[src/rtl/m68k_bus_ctrl_if.sv]
// CPU-side and region-side bus of the 68000 bus controller. The controller is
// the slave of the CPU cycle; whatever drives the CPU pins and region data uses master.
interface m68k_bus_ctrl_if #(
  parameter int N_REGIONS = 8
);
  logic [23:1]             cpu_a;
  logic                    cpu_as_n;
  logic                    cpu_uds_n;
  logic                    cpu_lds_n;
  logic                    cpu_rw;
  logic                    dtack_n;
  logic                    berr_n;
  logic [15:0]             cpu_din;
  logic [N_REGIONS*16-1:0] region_din;
  logic [N_REGIONS-1:0]    sel;
  logic [N_REGIONS-1:0]    wr;

  modport slave (
    input  cpu_a, cpu_as_n, cpu_uds_n, cpu_lds_n, cpu_rw, region_din,
    output dtack_n, berr_n, cpu_din, sel, wr
  );

  modport master (
    output cpu_a, cpu_as_n, cpu_uds_n, cpu_lds_n, cpu_rw, region_din,
    input  dtack_n, berr_n, cpu_din, sel, wr
  );
endinterface

[src/rtl/m68k_bus_ctrl.sv]
// 68000 bus controller: Phi1/Phi2 enables, region decode with wait states,
// DTACK/BERR handshake, read-data mux and a stuck-bus watchdog.
module m68k_bus_ctrl #(
  parameter int                          N_REGIONS     = 8,
  parameter int                          DEC_HI        = 17,
  parameter int                          DEC_LO        = 15,
  parameter int                          PHI_DIV       = 2,
  parameter int                          WAIT_W        = 4,
  parameter logic [N_REGIONS*WAIT_W-1:0] REGION_WAITS  = '0,
  parameter logic [7:0]                  REGION_VALID  = 8'hFF,
  parameter bit                          BERR_UNMAPPED = 1'b1,
  parameter int                          WDOG_CYCLES   = 1024
) (
  input  logic           clk,
  input  logic           reset_n,
  output logic           phi1,
  output logic           phi2,
  m68k_bus_ctrl_if.slave bus,
  output logic           wdog_err
);

  localparam int PW  = $clog2(PHI_DIV);
  localparam int WDW = $clog2(WDOG_CYCLES + 1);
  localparam logic [PW-1:0]  P_LAST  = PW'(PHI_DIV - 1);
  localparam logic [PW-1:0]  P_HALF  = PW'(PHI_DIV / 2);
  localparam logic [WDW-1:0] WD_LAST = WDW'(WDOG_CYCLES - 1);

  typedef enum logic [1:0] {
    S_IDLE = 2'd0,
    S_WAIT = 2'd1,
    S_ACK  = 2'd2,
    S_BERR = 2'd3
  } state_t;

  state_t               state_q, state_d;
  logic [PW-1:0]        p_q, p_d;
  logic                 phi1_q, phi1_d, phi2_q, phi2_d;
  logic [N_REGIONS-1:0] oh_q, oh_d;
  logic [WAIT_W-1:0]    cnt_q, cnt_d;
  logic [WDW-1:0]       wd_q, wd_d;
  logic                 armed_q, armed_d;
  logic                 wdog_q, wdog_d;
  logic                 dtack_n_q, dtack_n_d;
  logic                 berr_n_q, berr_n_d;
  logic [15:0]          din_q, din_d;
  logic [N_REGIONS-1:0] sel_q, sel_d;
  logic [N_REGIONS-1:0] wr_q, wr_d;
  logic [N_REGIONS-1:0] addr_oh_s;
  logic [WAIT_W-1:0]    addr_wait_s;
  logic [15:0]          rdata_s;
  logic                 start_s;
  logic                 addr_unused_s;

  // Only the region index bits of the address take part in decoding.
  assign addr_unused_s = ^bus.cpu_a;

  // A cycle starts only after AS has been seen high since the last accepted one.
  assign start_s = armed_q & ~bus.cpu_as_n & (~bus.cpu_uds_n | ~bus.cpu_lds_n);

  // Phase counter and Phi1/Phi2 enables.
  always_comb begin
    p_d    = p_q + PW'(1);
    phi1_d = (p_q == {PW{1'b0}});
    phi2_d = (p_q == P_HALF);
    if (p_q == P_LAST) begin
      p_d = {PW{1'b0}};
    end else begin
      p_d = p_q + PW'(1);
    end
  end

  // Live-address decode; unmapped or out-of-range indexes give an all-zero one-hot.
  always_comb begin
    addr_oh_s   = {N_REGIONS{1'b0}};
    addr_wait_s = {WAIT_W{1'b0}};
    for (int i = 0; i < N_REGIONS; i++) begin
      if ((int'(bus.cpu_a[DEC_HI:DEC_LO]) == i) && REGION_VALID[i]) begin
        addr_oh_s[i] = 1'b1;
        addr_wait_s  = REGION_WAITS[i*WAIT_W +: WAIT_W];
      end else begin
        addr_oh_s[i] = 1'b0;
      end
    end
  end

  // Bus cycle FSM, wait-state counter and watchdog.
  always_comb begin
    state_d = state_q;
    oh_d    = oh_q;
    cnt_d   = cnt_q;
    wd_d    = {WDW{1'b0}};
    wdog_d  = wdog_q;
    if (bus.cpu_as_n) begin
      armed_d = 1'b1;
    end else begin
      armed_d = armed_q;
    end
    case (state_q)
      S_IDLE: begin
        if (start_s) begin
          armed_d = 1'b0;
          oh_d    = addr_oh_s;
          cnt_d   = addr_wait_s;
          if (|addr_oh_s) begin
            if (addr_wait_s == {WAIT_W{1'b0}}) begin
              state_d = S_ACK;
            end else begin
              state_d = S_WAIT;
            end
          end else if (BERR_UNMAPPED) begin
            state_d = S_BERR;
          end else begin
            state_d = S_ACK;
          end
        end else begin
          state_d = S_IDLE;
        end
      end
      S_WAIT: begin
        if (phi1_q) begin
          cnt_d = cnt_q - WAIT_W'(1);
          if (cnt_q == WAIT_W'(1)) begin
            state_d = S_ACK;
          end else begin
            state_d = S_WAIT;
          end
        end else begin
          state_d = S_WAIT;
        end
      end
      S_ACK, S_BERR: begin
        if (bus.cpu_as_n) begin
          state_d = S_IDLE;
        end else if (wd_q == WD_LAST) begin
          // Stuck cycle: release the bus; armed stays low until AS is seen high.
          state_d = S_IDLE;
          wdog_d  = 1'b1;
        end else begin
          state_d = state_q;
          wd_d    = wd_q + WDW'(1);
        end
      end
      default: begin
        state_d = S_IDLE;
      end
    endcase
  end

  // Read-data mux over the selected region; no region selected reads as all ones.
  always_comb begin
    rdata_s = 16'h0000;
    for (int i = 0; i < N_REGIONS; i++) begin
      rdata_s = rdata_s | (bus.region_din[i*16 +: 16] & {16{oh_d[i]}});
    end
    if (oh_d == {N_REGIONS{1'b0}}) begin
      rdata_s = 16'hFFFF;
    end else begin
      rdata_s = rdata_s;
    end
  end

  // Bus outputs follow the next state so they change on the same clk as the FSM.
  always_comb begin
    sel_d     = {N_REGIONS{1'b0}};
    wr_d      = {N_REGIONS{1'b0}};
    dtack_n_d = 1'b1;
    berr_n_d  = 1'b1;
    din_d     = 16'hFFFF;
    if ((state_d == S_WAIT) || (state_d == S_ACK)) begin
      sel_d = oh_d;
    end else begin
      sel_d = {N_REGIONS{1'b0}};
    end
    if ((state_q == S_IDLE) && start_s && !bus.cpu_rw) begin
      wr_d = oh_d;
    end else begin
      wr_d = {N_REGIONS{1'b0}};
    end
    if (state_d == S_ACK) begin
      dtack_n_d = 1'b0;
      din_d     = rdata_s;
    end else begin
      dtack_n_d = 1'b1;
      din_d     = 16'hFFFF;
    end
    if (state_d == S_BERR) begin
      berr_n_d = 1'b0;
    end else begin
      berr_n_d = 1'b1;
    end
  end

  // State and output registers.
  always_ff @(posedge clk or negedge reset_n) begin
    if (!reset_n) begin
      state_q   <= S_IDLE;
      p_q       <= {PW{1'b0}};
      phi1_q    <= 1'b0;
      phi2_q    <= 1'b0;
      oh_q      <= {N_REGIONS{1'b0}};
      cnt_q     <= {WAIT_W{1'b0}};
      wd_q      <= {WDW{1'b0}};
      armed_q   <= 1'b0;
      wdog_q    <= 1'b0;
      dtack_n_q <= 1'b1;
      berr_n_q  <= 1'b1;
      din_q     <= 16'hFFFF;
      sel_q     <= {N_REGIONS{1'b0}};
      wr_q      <= {N_REGIONS{1'b0}};
    end else begin
      state_q   <= state_d;
      p_q       <= p_d;
      phi1_q    <= phi1_d;
      phi2_q    <= phi2_d;
      oh_q      <= oh_d;
      cnt_q     <= cnt_d;
      wd_q      <= wd_d;
      armed_q   <= armed_d;
      wdog_q    <= wdog_d;
      dtack_n_q <= dtack_n_d;
      berr_n_q  <= berr_n_d;
      din_q     <= din_d;
      sel_q     <= sel_d;
      wr_q      <= wr_d;
    end
  end

  assign phi1        = phi1_q;
  assign phi2        = phi2_q;
  assign wdog_err    = wdog_q;
  assign bus.dtack_n = dtack_n_q;
  assign bus.berr_n  = berr_n_q;
  assign bus.cpu_din = din_q;
  assign bus.sel     = sel_q;
  assign bus.wr      = wr_q;

endmodule

[src/flat_wrapper.sv]
// flat-port wrapper written by rule: the top's interface ports become plain ports
module m68k_bus_ctrl_flat 
#(
  parameter int                          N_REGIONS     = 8,
  parameter int                          DEC_HI        = 17,
  parameter int                          DEC_LO        = 15,
  parameter int                          PHI_DIV       = 2,
  parameter int                          WAIT_W        = 4,
  parameter logic [N_REGIONS*WAIT_W-1:0] REGION_WAITS  = '0,
  parameter logic [7:0]                  REGION_VALID  = 8'hFF,
  parameter bit                          BERR_UNMAPPED = 1'b1,
  parameter int                          WDOG_CYCLES   = 1024
)
  (clk, reset_n, phi1, phi2, wdog_err, bus_cpu_a, bus_cpu_as_n, bus_cpu_uds_n, bus_cpu_lds_n, bus_cpu_rw, bus_region_din, bus_dtack_n, bus_berr_n, bus_cpu_din, bus_sel, bus_wr);
  m68k_bus_ctrl_if #(.N_REGIONS(N_REGIONS)) bus_i ();
  input  logic clk;
  input  logic reset_n;
  output logic phi1;
  output logic phi2;
  output logic wdog_err;
  input wire logic [$bits(bus_i.cpu_a)-1:0] bus_cpu_a;
  input wire logic [$bits(bus_i.cpu_as_n)-1:0] bus_cpu_as_n;
  input wire logic [$bits(bus_i.cpu_uds_n)-1:0] bus_cpu_uds_n;
  input wire logic [$bits(bus_i.cpu_lds_n)-1:0] bus_cpu_lds_n;
  input wire logic [$bits(bus_i.cpu_rw)-1:0] bus_cpu_rw;
  input wire logic [$bits(bus_i.region_din)-1:0] bus_region_din;
  output wire logic [$bits(bus_i.dtack_n)-1:0] bus_dtack_n;
  output wire logic [$bits(bus_i.berr_n)-1:0] bus_berr_n;
  output wire logic [$bits(bus_i.cpu_din)-1:0] bus_cpu_din;
  output wire logic [$bits(bus_i.sel)-1:0] bus_sel;
  output wire logic [$bits(bus_i.wr)-1:0] bus_wr;
  assign bus_i.cpu_a = bus_cpu_a;
  assign bus_i.cpu_as_n = bus_cpu_as_n;
  assign bus_i.cpu_uds_n = bus_cpu_uds_n;
  assign bus_i.cpu_lds_n = bus_cpu_lds_n;
  assign bus_i.cpu_rw = bus_cpu_rw;
  assign bus_i.region_din = bus_region_din;
  assign bus_dtack_n = bus_i.dtack_n;
  assign bus_berr_n = bus_i.berr_n;
  assign bus_cpu_din = bus_i.cpu_din;
  assign bus_sel = bus_i.sel;
  assign bus_wr = bus_i.wr;
  m68k_bus_ctrl #(.N_REGIONS(N_REGIONS), .DEC_HI(DEC_HI), .DEC_LO(DEC_LO), .PHI_DIV(PHI_DIV), .WAIT_W(WAIT_W), .REGION_WAITS(REGION_WAITS), .REGION_VALID(REGION_VALID), .BERR_UNMAPPED(BERR_UNMAPPED), .WDOG_CYCLES(WDOG_CYCLES)) u_core (.clk(clk), .reset_n(reset_n), .phi1(phi1), .phi2(phi2), .bus(bus_i), .wdog_err(wdog_err));
endmodule
[config.mk]
export PLATFORM = sky130hd
export DESIGN_NAME = m68k_bus_ctrl_flat
export DESIGN_NICKNAME = d
export VERILOG_FILES = /design/src/rtl/m68k_bus_ctrl_if.sv /design/src/rtl/m68k_bus_ctrl.sv /design/src/flat_wrapper.sv
export SDC_FILE = /design/constraint.sdc
export NUM_CORES = 1
export LEC_CHECK = 0
export CORE_MARGIN = 3
export CORE_UTILIZATION = 41
export CTS_BUF_LIST = sky130_fd_sc_hd__clkbuf_16
export CTS_CLUSTER_DIAMETER = 200
export CTS_CLUSTER_SIZE = 25
export DETAILED_ROUTE_END_ITERATION = 12
export GPL_TIMING_DRIVEN = 1
export HOLD_SLACK_MARGIN = 0.03
export PLACE_DENSITY = 0.79
export SKIP_LAST_GASP = 1
export SYNTH_ARGS = -nofsm -noshare
export SYNTH_HDL_FRONTEND = slang
export SYNTH_SLANG_ARGS = --single-unit
[constraint.sdc]
create_clock -name clk -period 3.6 [get_ports clk]
set_input_delay 0.54 -clock clk [delete_from_list [all_inputs] [get_ports clk]]
set_output_delay 0.54 -clock clk [all_outputs]
set_load 0.05 [all_outputs]
-- Word-level counts from Yosys, hierarchy flattened
Cells that the tools add are included.
- reductions and logical operators: 12
- muxes and demuxes: 33
- $add $sub $neg: 3
- bitwise gates (word level): 22
- multipliers: 0
- divide/modulo/power cells: 0
- equal/unequal tests: 17
- shift operators: 0
- order comparisons: 0
- operators with widths (operator ; number):
    16-bit bitwise AND ; 8
    16-bit bitwise OR ; 7
    11-bit 2-to-1 mux ; 3
    16-bit 2-to-1 mux ; 2
    8-bit 2-to-1 mux ; 4
    1-bit 2-to-1 mux ; 15
    3-bit equality test, second input constant ; 4
    11-bit by 1-bit adder with 11-bit output, second input constant ; 1
    11-bit by 10-bit equality test with 1-bit output, second input constant ; 1
    2-bit 2-to-1 mux ; 5
    2-bit equality test, second input constant ; 4
    8-bit zero test ; 1
    4-bit 2-to-1 mux ; 2
    4-bit case mux with 2 select lines ; 1
    8-bit OR reduction ; 1
    3-bit by 2-bit equality test with 1-bit output, second input constant ; 2
    2-bit case mux with 3 select lines ; 1
    3-bit AND reduction ; 2
    2-bit by 1-bit equality test with 1-bit output, second input constant ; 2
    4-bit by 1-bit equality test with 1-bit output, second input constant ; 1
    2-bit by 1-bit != test with 1-bit output, second input constant ; 2
    1-bit NOT ; 4
    4-bit by 1-bit subtractor with 4-bit output, second input constant ; 1
    3-bit by 1-bit equality test with 1-bit output, second input constant ; 1
    10 further kinds ; 12
- output and inout bits: 37
- memory bits (writable): 0
- bits in latches: 0
- memory bits (read-only): 0
- word-level logic and storage cells: 101
- input port bits: 157
- memories kept: 0
- flip-flop bits (word level): 64

-- Logic depth before layout (Yosys ltp)
- depth after elaboration: 15
- gate-level depth with buffers: 11

-- Worst setup path after synthesis
Ideal clock, no wire load.
- kind: in2reg
- start point: in bus_cpu_uds_n
- end point: reg u_core.din_q[3], in the netlist u_core.bus.cpu_din[3]
- setup time: 0.091 ns
- arrival time: 2.519 ns
- slack: 0.991 ns
- stages on the path: 10
- required time: 3.509 ns
- cell sequence: a211o_1 or3b_1 buf_2 buf_2 o311ai_0 ha_1 inv_1 a31oi_2 buf_2 nand4_1
- RTL lines (element ; RTL line ; text):
    from (decl) ; flat_wrapper.sv:23 ; input wire logic [$bits(bus_i.cpu_uds_n)-1:0] bus_cpu_uds_n;
    1-bit NOT ; m68k_bus_ctrl.sv:58 ; assign start_s = armed_q & ~bus.cpu_as_n & (~bus.cpu_uds_n | ~bus.cpu_lds_n);
    1-bit bitwise OR ; m68k_bus_ctrl.sv:58 ;
    1-bit bitwise AND ; m68k_bus_ctrl.sv:58 ;
    2-bit 2-to-1 mux ; m68k_bus_ctrl.sv:100 ; if (start_s) begin
    2-bit case mux with 3 select lines ; m68k_bus_ctrl.sv:98 ; case (state_q)
    named net u_core.state_d[1] ; m68k_bus_ctrl.sv:35 ; state_t state_q, state_d;
    2-bit equality test ; m68k_bus_ctrl.sv:179 ; if (state_d == S_ACK) begin
    16-bit 2-to-1 mux ; m68k_bus_ctrl.sv:179 ;
    named net u_core.din_d[3] ; m68k_bus_ctrl.sv:45 ; logic [15:0] din_q, din_d;
    to (signal assigned) ; m68k_bus_ctrl.sv:222 ; din_q <= din_d;
    to (decl) ; m68k_bus_ctrl.sv:45 ;
The timed path passes the listed nets, and every way through them passes these cells.
A chain may end at the register's enable or synchronous reset.

-- Worst setup path in the final report
- start point: in bus_cpu_uds_n
- end point: reg u_core.din_q[14], in the netlist u_core.bus.cpu_din[14]
- word-level cells in the longest chain between the ends: 15
- ends and longest elaborated chain (element ; RTL line ; text):
    1-bit NOT * ; m68k_bus_ctrl.sv:58 ;
    1-bit bitwise OR * ; m68k_bus_ctrl.sv:58 ;
    1-bit bitwise AND * ; m68k_bus_ctrl.sv:58 ;
    8-bit 2-to-1 mux ; m68k_bus_ctrl.sv:100 ;
    8-bit 2-to-1 mux ; m68k_bus_ctrl.sv:98 ;
    16-bit bitwise AND ; m68k_bus_ctrl.sv:153 ; rdata_s = rdata_s | (bus.region_din[i*16 +: 16] & {16{oh_d[i]}});
    16-bit bitwise OR (7 in series) ; m68k_bus_ctrl.sv:153 ;
    16-bit 2-to-1 mux ; m68k_bus_ctrl.sv:155 ; if (oh_d == {N_REGIONS{1'b0}}) begin
    16-bit 2-to-1 mux * ; m68k_bus_ctrl.sv:179 ;
    named net u_core.din_d[14] ; m68k_bus_ctrl.sv:45 ;
Mark *: on every way through the listed nets, which the timed path passes. The rest lies on a longest branch.

==> metrics.txt <==
drt pass-1 iters=7; core footprint=9280 sq um; leading area contributor after synthesis=dfrtp_1; grt met1 use=0.348; max-slew headroom at the worst pin=0.267; Synth Cell Area=3920 sq um; final worst-path cycle share=0.789; die width=104 microns; Max-Cap Viols=0; VDD IR max=0.259 mV; clock-pin slew on the worst setup and hold paths=0.06 ns; Die Area=10800 sq um; P&R area growth vs syn=52.6%; # setup viols final=0; CP startpoint=bus_cpu_uds_n; global route hottest layer=met2; DR iter-0 viols=348; Max stage delay cell, worst path=mux2_2; Initial Util=0.422; Worst Path Buf+Inv=2; largest net degree at the start of global routing=51; Clock Skew=0.00904 ns; # DRC=0; total length of routed wires=14400 microns; Least-Margin Pin Slew=1.10 ns; delay of the slowest cell on the worst path=0.55 ns; crit path kind=in -> reg; max frequency=352 MHz; sequential share of the synthesized area=0.408; CTS Buf Count=9; postcts setup bufs=0; vias in the first global route=4221; Final min period=2.84 ns; total power=3.07 mW; EDFF count, synth=0; Setup TNS Final=0 ns; share of cells above drive strength 1=0.113; Seq. cell area=1600 sq um; Hold Vio Cnt, Final=0; Routed WL per cell=20.7 microns; Worst-Skew Late Latency=0.33 ns; CTS max path bufs=2; multi-input logic area=2120 sq um; die height=104 microns; Reg-to-Reg End=u_core.bus.cpu_din[1]$_DFF_PN1_; Avg Cell Area, Syn=9.60 sq um; top-area cell type share of the netlist area=0.287; pwr dens=514 nW/um^2; slack of the critical path=0.759 ns; number of synthesized register bits=63; Yosys cell types=46; Top delay family on crit path=buffers and inverters; most instantiated cells after synthesis=dfrtp_1 (45), nand3_1 (34), a22oi_1 (29); Placed Instances=681; CTS Sinks=63; syn nets=570; worst reg2reg path startpoint=u_core.wd_q[0]$_DFF_PN0_; Top FF cell, synth=dfrtp_1; Final Slew Violations=0; CTS tree=yes; Tot GR Track Use=0.266; H-tree lvl count=3; Startpoint Class=input pin; cell row count=35; critical path arrival=3.07 ns; Overflow after GRT=0; DR vias/cell=6.02; initial antenna violation count=0; critical path cell sequence=clkdlybuf4s50_1, a211o_1, nor3b_4, buf_4, mux2_2, a222oi_1, nand4_1; Top Ports=194; Resize count post-CTS=0; CTS Root Cell=clkbuf_16; most common cell in the netlist=dfrtp_1; FF-to-FF setup slack=0.81 ns; outcome=complete, no violations; met2 Track Usage GR=0.436; fill cell count=754; Post-CTS Hold Fix Bufs=0; critical path fanouts, max=39; worst path required time=3.83 ns; final std cells w/o fill=697; Synth Warn #=0; Antenna Cells=0; post-DP HPWL=10800 microns; met3 usage=0.0604; reg2reg path depth=10; Post-synth ARST share=1.00; Lkg Pwr=2.35 nW; crit path capture type=flop; Final ANT Viol Nets=0; leading post-synthesis cells by cell area=dfrtp_1 (29%), dfstp_2 (12%), a22oi_1 (5.6%), a221o_1 (4.6%), nand4_1 (4.5%); dpl ws=0.466 ns; I/O Buffers=173; Cells after Synth=408; RSZ-0062 raised after global routing=false; via count of the routed design=4198; Layout Nets=725; Hold Crit Class=in -> async; first-pass GRT wire length=22800 microns; placer congestion estimate=0.894
## through the flow
stage | utilization | hold slack, ns | instance area (sq um)
after floorplan | - | 0.244 | 3920
after global placement | 0.614 | 0.440 | 5700
after detailed placement | 0.614 | 0.453 | 5700
after CTS | 0.644 | 0.457 | 5980
after global routing | 0.644 | 0.488 | 5980
final | 0.644 | 0.421 | 5980
## final cells by class
type | instances | area share
Timing Repair Buffer | 182 | 0.299
Clock inverter | 7 | 0.00921
Inverter | 8 | 0.00502
Sequential cell | 63 | 0.267
Clock buffer | 9 | 0.0377
Multi-Input combinational cell | 299 | 0.354
Tap cell | 129 | 0.0270
## metal layers
layer,part of all wire,wire length [microns],up-vias
met5,0,0,-
met4,0.025,362,0
met3,0.077,1120,32
met2,0.50,7180,216
met1,0.40,5780,2052
li1,-,-,1898
## report_power, final
part	switching [mW]	internal (mW)
sequential	0.114	0.863
combinational	0.744	0.539
clock	0.342	0.472
## how the worst max path moves through the flow
stage / end / slack, ns / cells after the start
2_1_floorplan: u_core.bus.cpu_din[3]$_DFF_PN1_ / 0.99 / 10
3_3_place_gp: u_core.bus.cpu_din[14]$_DFF_PN1_ / 0.51 / 7
3_5_place_dp: u_core.bus.cpu_din[14]$_DFF_PN1_ / 0.47 / 7
4_1_cts: u_core.bus.cpu_din[1]$_DFF_PN1_ / 0.78 / 10
5_1_grt: u_core.bus.cpu_din[0]$_DFF_PN1_ / 0.56 / 10
6_report: u_core.bus.cpu_din[14]$_DFF_PN1_ / 0.76 / 7
## kinds of logic after synthesis
| group | after synthesis | synth area share |
|---|---|---|
| fa+ha+maj | 5 | 0.0160 |
| compound gates | 104 | 0.232 |
| buf+inv | 46 | 0.0524 |
| mux | 21 | 0.0559 |
| flops | 63 | 0.408 |
| xor+xnor | 8 | 0.0179 |
| simple gates | 161 | 0.218 |
## flip-flops by register name, indices dropped and copies added, names as in the netlist
name	cells
u_core.wdog_err	1
u_core.bus.wr	8
u_core.state_q	2
u_core.armed_q	1
u_core.p_q	1
u_core.bus.sel	8
u_core.phi2	1
u_core.bus.cpu_din	16
u_core.cnt_q	4
u_core.bus.dtack_n	1
u_core.wd_q	11
u_core.oh_q	8
u_core.bus.berr_n	1
## worst reg2reg max path: stages (launching register included)
cell and delay, ns:
dfrtp_1 0.40, ha_1 0.23, and4_1 0.25, nand4_1 0.16, o21ai_1 0.48, o311ai_0 0.36
ha_1 0.29, inv_1 0.12, a31oi_2 0.08, buf_4 0.25, nand4_1 0.11
## placed cells by master (no fill, tap or decap), drive strengths merged, types with 4 or more instances in the layout
cell type and count:
and3 5, clkdlybuf4s50 171, nand3 34, and2 14
a32oi 15, dfstp 18, clkbuf 9, dfrtp 45
mux2i 14, a22oi 30, a222oi 4, buf 11
nand4 28, a221o 18, nor4 6, nand2 27
a221oi 13, nor2 23, mux2 7, inv 11
nor2b 13, o21ai 7, ha 5, xor2 5
Power figures use the tool's default switching activity.
